$ cat src/rtl/fifo_wr_seq.sv
// FIFO write sequencer: turns qualified ADC samples into channel-tagged FIFO writes.
// Optional per-capture sample decimation is enabled with FIFO_WR_DECIM_EN.
module fifo_wr_seq #(
   parameter int unsigned CNT_W  = 16,
   parameter int unsigned CH_NUM = 4,
   parameter int unsigned CH_W   = 2,
   parameter int unsigned DATA_W = 12
) (
   input  logic                   clk,
   input  logic                   rst_n,
   input  logic                   set_done,
   input  logic [CNT_W-1:0]       receive_time,
   input  logic [CH_NUM-1:0]      ch_mask,
`ifdef FIFO_WR_DECIM_EN
   input  logic [7:0]             decim,
`endif
   input  logic                   ad_done,
   input  logic [CH_W-1:0]        ad_ch,
   input  logic [DATA_W-1:0]      ad_data,
   input  logic                   fifo_full,
   input  logic                   abort,
   output logic                   fifo_wr_en,
   output logic [DATA_W+CH_W-1:0] fifo_din,
   output logic                   busy,
   output logic                   cap_done,
   output logic                   ovf
);

   typedef enum logic [1:0] {StIdle, StRun, StDone} state_e;

   state_e                   state_q, state_d;
   logic [CNT_W-1:0]         times_q, times_d;
   logic [CNT_W-1:0]         cnt_q, cnt_d;
   logic [CH_NUM-1:0]        mask_q, mask_d;
   logic                     ovf_q, ovf_d;
   logic                     wr_q, wr_d;
   logic [DATA_W+CH_W-1:0]   din_q, din_d;
   logic                     qual;
   logic                     keep;
   logic [CNT_W-1:0]         cnt_inc;

`ifdef FIFO_WR_DECIM_EN
   logic [7:0] decim_q, decim_d;
   logic [7:0] dcnt_q, dcnt_d;
`endif

   assign qual    = ad_done && (32'(ad_ch) < CH_NUM) && mask_q[ad_ch];
   assign cnt_inc = cnt_q + CNT_W'(1);

`ifdef FIFO_WR_DECIM_EN
   assign keep = (dcnt_q == 8'd0);
`else
   assign keep = 1'b1;
`endif

   always_comb begin
      state_d = state_q;
      times_d = times_q;
      cnt_d   = cnt_q;
      mask_d  = mask_q;
      ovf_d   = ovf_q;
      wr_d    = 1'b0;
      din_d   = din_q;
`ifdef FIFO_WR_DECIM_EN
      decim_d = decim_q;
      dcnt_d  = dcnt_q;
`endif
      unique case (state_q)
         StIdle: begin
            if (set_done) begin
               times_d = receive_time;
               mask_d  = ch_mask;
               cnt_d   = '0;
               ovf_d   = 1'b0;
`ifdef FIFO_WR_DECIM_EN
               decim_d = decim;
               dcnt_d  = 8'd0;
`endif
               state_d = (receive_time == '0) ? StDone : StRun;
            end
         end
         StRun: begin
            // Abort wins over a coincident sample; ovf is left as is.
            if (abort) begin
               state_d = StIdle;
            end else if (qual) begin
               if (fifo_full) begin
                  ovf_d = 1'b1;
               end else begin
`ifdef FIFO_WR_DECIM_EN
                  dcnt_d = (dcnt_q == decim_q) ? 8'd0 : dcnt_q + 8'd1;
`endif
                  if (keep) begin
                     wr_d  = 1'b1;
                     din_d = {ad_ch, ad_data};
                     cnt_d = cnt_inc;
                     if (cnt_inc == times_q) state_d = StDone;
                  end
               end
            end
         end
         StDone: begin
            state_d = StIdle;
         end
         default: begin
            state_d = StIdle;
         end
      endcase
   end

   always_ff @(posedge clk or negedge rst_n) begin
      if (!rst_n) begin
         state_q <= StIdle;
         times_q <= '0;
         cnt_q   <= '0;
         mask_q  <= '0;
         ovf_q   <= 1'b0;
         wr_q    <= 1'b0;
         din_q   <= '0;
`ifdef FIFO_WR_DECIM_EN
         decim_q <= 8'd0;
         dcnt_q  <= 8'd0;
`endif
      end else begin
         state_q <= state_d;
         times_q <= times_d;
         cnt_q   <= cnt_d;
         mask_q  <= mask_d;
         ovf_q   <= ovf_d;
         wr_q    <= wr_d;
         din_q   <= din_d;
`ifdef FIFO_WR_DECIM_EN
         decim_q <= decim_d;
         dcnt_q  <= dcnt_d;
`endif
      end
   end

   assign fifo_wr_en = wr_q;
   assign fifo_din   = din_q;
   assign ovf        = ovf_q;
   assign busy       = (state_q == StRun);
   assign cap_done   = (state_q == StDone);

endmodule

$ cat config.mk
export PLATFORM = sky130hd
export DESIGN_NAME = fifo_wr_seq
export DESIGN_NICKNAME = d
export VERILOG_FILES = /design/src/rtl/fifo_wr_seq.sv
export SDC_FILE = /design/constraint.sdc
export NUM_CORES = 1
export LEC_CHECK = 0
export BUFFER_PORTS_ARGS = -buffer_cell sky130_fd_sc_hd__buf_2
export CAP_MARGIN = 20
export CORE_MARGIN = 1
export CORE_UTILIZATION = 45
export CTS_CLUSTER_DIAMETER = 120
export DETAILED_ROUTE_END_ITERATION = 10
export PLACE_DENSITY = 0.65
export SETUP_SLACK_MARGIN = 0.05
export SLEW_MARGIN = 40
export SYNTH_ARGS = -nofsm -noshare
export SYNTH_HDL_FRONTEND = slang
export SYNTH_SLANG_ARGS = --single-unit
$ cat constraint.sdc
create_clock -name clk -period 3.5 [get_ports clk]
set_input_delay 0.525 -clock clk [delete_from_list [all_inputs] [get_ports clk]]
set_output_delay 0.525 -clock clk [all_outputs]
set_load 0.1 [all_outputs]
==> flow_metrics.env <==
export IMPL_layout_nets=388
export IMPL_wire_per_inst_um=15.1
export IMPL_place_area_um2=3220
export IMPL_syn_avg_cell_area_um2=9.85
export IMPL_die_area_um2=6830
export IMPL_dr_pass1_iters=4
export IMPL_seq_area_um2=1350
export IMPL_setup_viol=0
export IMPL_yosysWarnings=0
export IMPL_combPwrFrac=0.418
export IMPL_endpoint_kind="flop"
export IMPL_overflow=0
export IMPL_fin_skew_ns=0.0125
export IMPL_dp_cells=417
export IMPL_drc=0
export IMPL_hold_path_class="primary input to async pin"
export IMPL_drt_iter0_markers=101
export IMPL_drv_cap=0
export IMPL_grt_usage=0.200
export IMPL_cp_top_family="simple AND/OR/NAND/NOR gates"
export IMPL_crit_path_top_delay_cell="dfrtp_1"
export IMPL_status="finished clean"
export IMPL_dpl_hpwl_um=4670
export IMPL_crit_buf_inv=0
export IMPL_tritoncts="done"
export IMPL_layout_cells_non_filler=425
export IMPL_switching_power_w=0.00103
export IMPL_netlist_area_um2=2930
export IMPL_syn_to_final_growth_pct=14.3
export IMPL_core_region_area_um2=6310
export IMPL_num_rows=29
export IMPL_synth_distinct_cells=50
export IMPL_cts_htree_levels=2
export IMPL_min_period_ns=2.44
export IMPL_grt_pass1_vias=1994
export IMPL_yosysTopAreaCell="dfrtp_1"
export IMPL_yosysTopAreaCellShare=0.462
export IMPL_cp_max_fo=10
export IMPL_crit_chain="ha_1 -> nand3_2 -> nor4_2 -> xnor2_1 -> nand3_1 -> a211oi_2 -> o2111a_1 -> a22o_1"
export IMPL_finalSetupTns_ns=0
export IMPL_synth_top_cells_by_area="dfrtp_1, nand2_1, mux2_2"
export IMPL_grt_max_degree=33
export IMPL_cp_required_ns=3.75
export IMPL_synth_top_flop_cell="dfrtp_1"
export IMPL_rsz0062_at_grt="false"
export IMPL_crit_cells=8
export IMPL_portBuffers=57
export IMPL_fillers=600
export IMPL_synth_edf_count=0
export IMPL_routabilityCongestion=0.790
export IMPL_critical_path_class="flop to flop"
export IMPL_antenna_found_initial=0
export IMPL_maxSlewViolCount=0
export IMPL_yosysMostFrequentCell="nand2_1"
export IMPL_cts_path_max_buffers=2
export IMPL_num_io_pins=58
export IMPL_synth_seq_area_share=0.462
export IMPL_fp_dieH_um=82.6
export IMPL_ant_nets=0
export IMPL_worstPathArrival_ns=2.70
export IMPL_vdd_drop_max_mv=0.612
export IMPL_leakage_nw=1.55
export IMPL_clock_latency_ns=0.31
export IMPL_startpoint_type="flop"
export IMPL_drive_gt1_frac=0.299
export IMPL_async_flop_share=1.00
export IMPL_postRouteWirelength_um=6400
export IMPL_cts_root_buf="clkbuf_8"
export IMPL_hold_buffers=0
export IMPL_dieWidth_um=82.6
export IMPL_stdcell_area_um2=3340
export IMPL_crit_path_max_incr_delay_ns=0.53
export IMPL_clk_transition_reported_paths_ns=0.11
export IMPL_synth_nets=338
export IMPL_seq_power_share=0.381
export IMPL_ys_seq_elements=54
export IMPL_p_clk_frac=0.201
export IMPL_via_per_inst=5.39
export IMPL_ff2ff_path_depth=8
export IMPL_max_freq_mhz=409
export IMPL_holdWs_ns=0.238
export IMPL_fin_crit_sh=0.698
export IMPL_start_util=0.464
export IMPL_p_sw_frac=0.464
export IMPL_num_vias=2291
export IMPL_diodes=0
export IMPL_multi_input_area_um2=1450
export IMPL_postSynthCellCount=297
export IMPL_cts_sinks=54
export IMPL_power_density_nw_per_um2=663
export IMPL_worst_pin_slew_ns=0.684
export IMPL_power_internal_w=0.00119
export IMPL_cts_inserted_buffers=5
export IMPL_cts_resized=0
export IMPL_hold_violations=0
export IMPL_rrSetupSlack_ns=1.06
export IMPL_relSlewSlack=0.544
export IMPL_postCtsSetupRepairBufs=0
export IMPL_ys_top_cells_by_count="nand2_1, dfrtp_1, o21ai_0, mux2_2, nor2_1"
export IMPL_grt_pass1_wl_um=10200
-- path summary, 6_finish.rpt --
| kind | endpoint | from |
|---|---|---|
| hold / removal | fifo_din[8] | rst_n |
| hold reg to reg | fifo_din[6] | fifo_din[6] |
| setup / recovery | state_q[1] | cnt_q[0] |
| min in group clk | fifo_din[0] | ad_data[0] |
| max in group asynchronous | fifo_din[12] | rst_n |
| setup reg to reg | state_q[1] | cnt_q[0] |
-- cell type report --
| class | count | area share |
|---|---|---|
| Multi-Input combinational cell | 220 | 0.432 |
| Timing Repair Buffer | 60 | 0.0920 |
| Clock buffer | 6 | 0.0247 |
| Tap cell | 77 | 0.0288 |
| Inverter | 6 | 0.00673 |
| Clock inverter | 2 | 0.0116 |
| Sequential cell | 54 | 0.404 |
-- sequential cells by signal (all words and copies together) (netlist names) --
register	flops
cnt_q	16
fifo_din	14
fifo_wr_en	1
mask_q	4
ovf	1
state_q	2
times_q	16
-- placed cells by master, fill, tap and decap left out, types with 2 or more instances in the layout --
cell type / n
xnor2_1: 13
and2_1: 3
dfrtp_1: 54
nand2_1: 64
nand3_2: 2
mux2i_1: 2
clkbuf_8: 6
nor4_2: 3
inv_1: 5
buf_2: 57
nor2_1: 16
mux2_2: 20
nand3_1: 3
nor2b_1: 3
o31ai_1: 8
nor3_1: 4
nand4_1: 3
a31oi_1: 3
buf_4: 3
nor4_1: 6
nand4b_1: 3
o21ai_1: 2
xor2_1: 9
nor3b_1: 2
a21oi_1: 3
a22o_1: 2
o22ai_1: 2
o21ai_0: 23
-- cells by family after synthesis --
group | count (synthesis) | synth area share
simple gates | 123 | 0.223
compound gates | 51 | 0.109
buf+inv | 23 | 0.0475
flops | 54 | 0.462
mux | 23 | 0.0889
xor+xnor | 22 | 0.0658
fa+ha+maj | 1 | 0.00427
-- power groups by stage --
stage	combinational (W)	clock, W	sequential, W
5_1_grt	0.000987	0.000486	0.000861
3_5_place_dp	0.000931	0	0.000858
2_1_floorplan	0.000244	0	0.00136
4_1_cts	0.000935	0.000460	0.000843
6_report	0.000928	0.000446	0.000844
3_3_place_gp	0.000918	0	0.000853
-- layer usage --
layer / share of wire / global-route usage / vias to the layer above
li1: - / - / 1123
met4: 0.0086 / 0.0466 / 0
met3: 0.031 / 0.0352 / 4
met1: 0.49 / 0.303 / 1121
met5: 0 / 0 / -
met2: 0.47 / 0.296 / 43
-- stage by stage --
| step | total power (W) | utilization | worst slack, ns |
|---|---|---|---|
| CTS | 0.00224 | 0.530 | 1.04 |
| global placement | 0.00177 | 0.510 | 1.09 |
| detailed placement | 0.00179 | 0.511 | 1.02 |
| global route | 0.00233 | 0.530 | 0.830 |
| floorplan | 0.00160 | - | 1.11 |
| finish | 0.00222 | 0.530 | 1.06 |
Power figures use the tool's default switching activity.
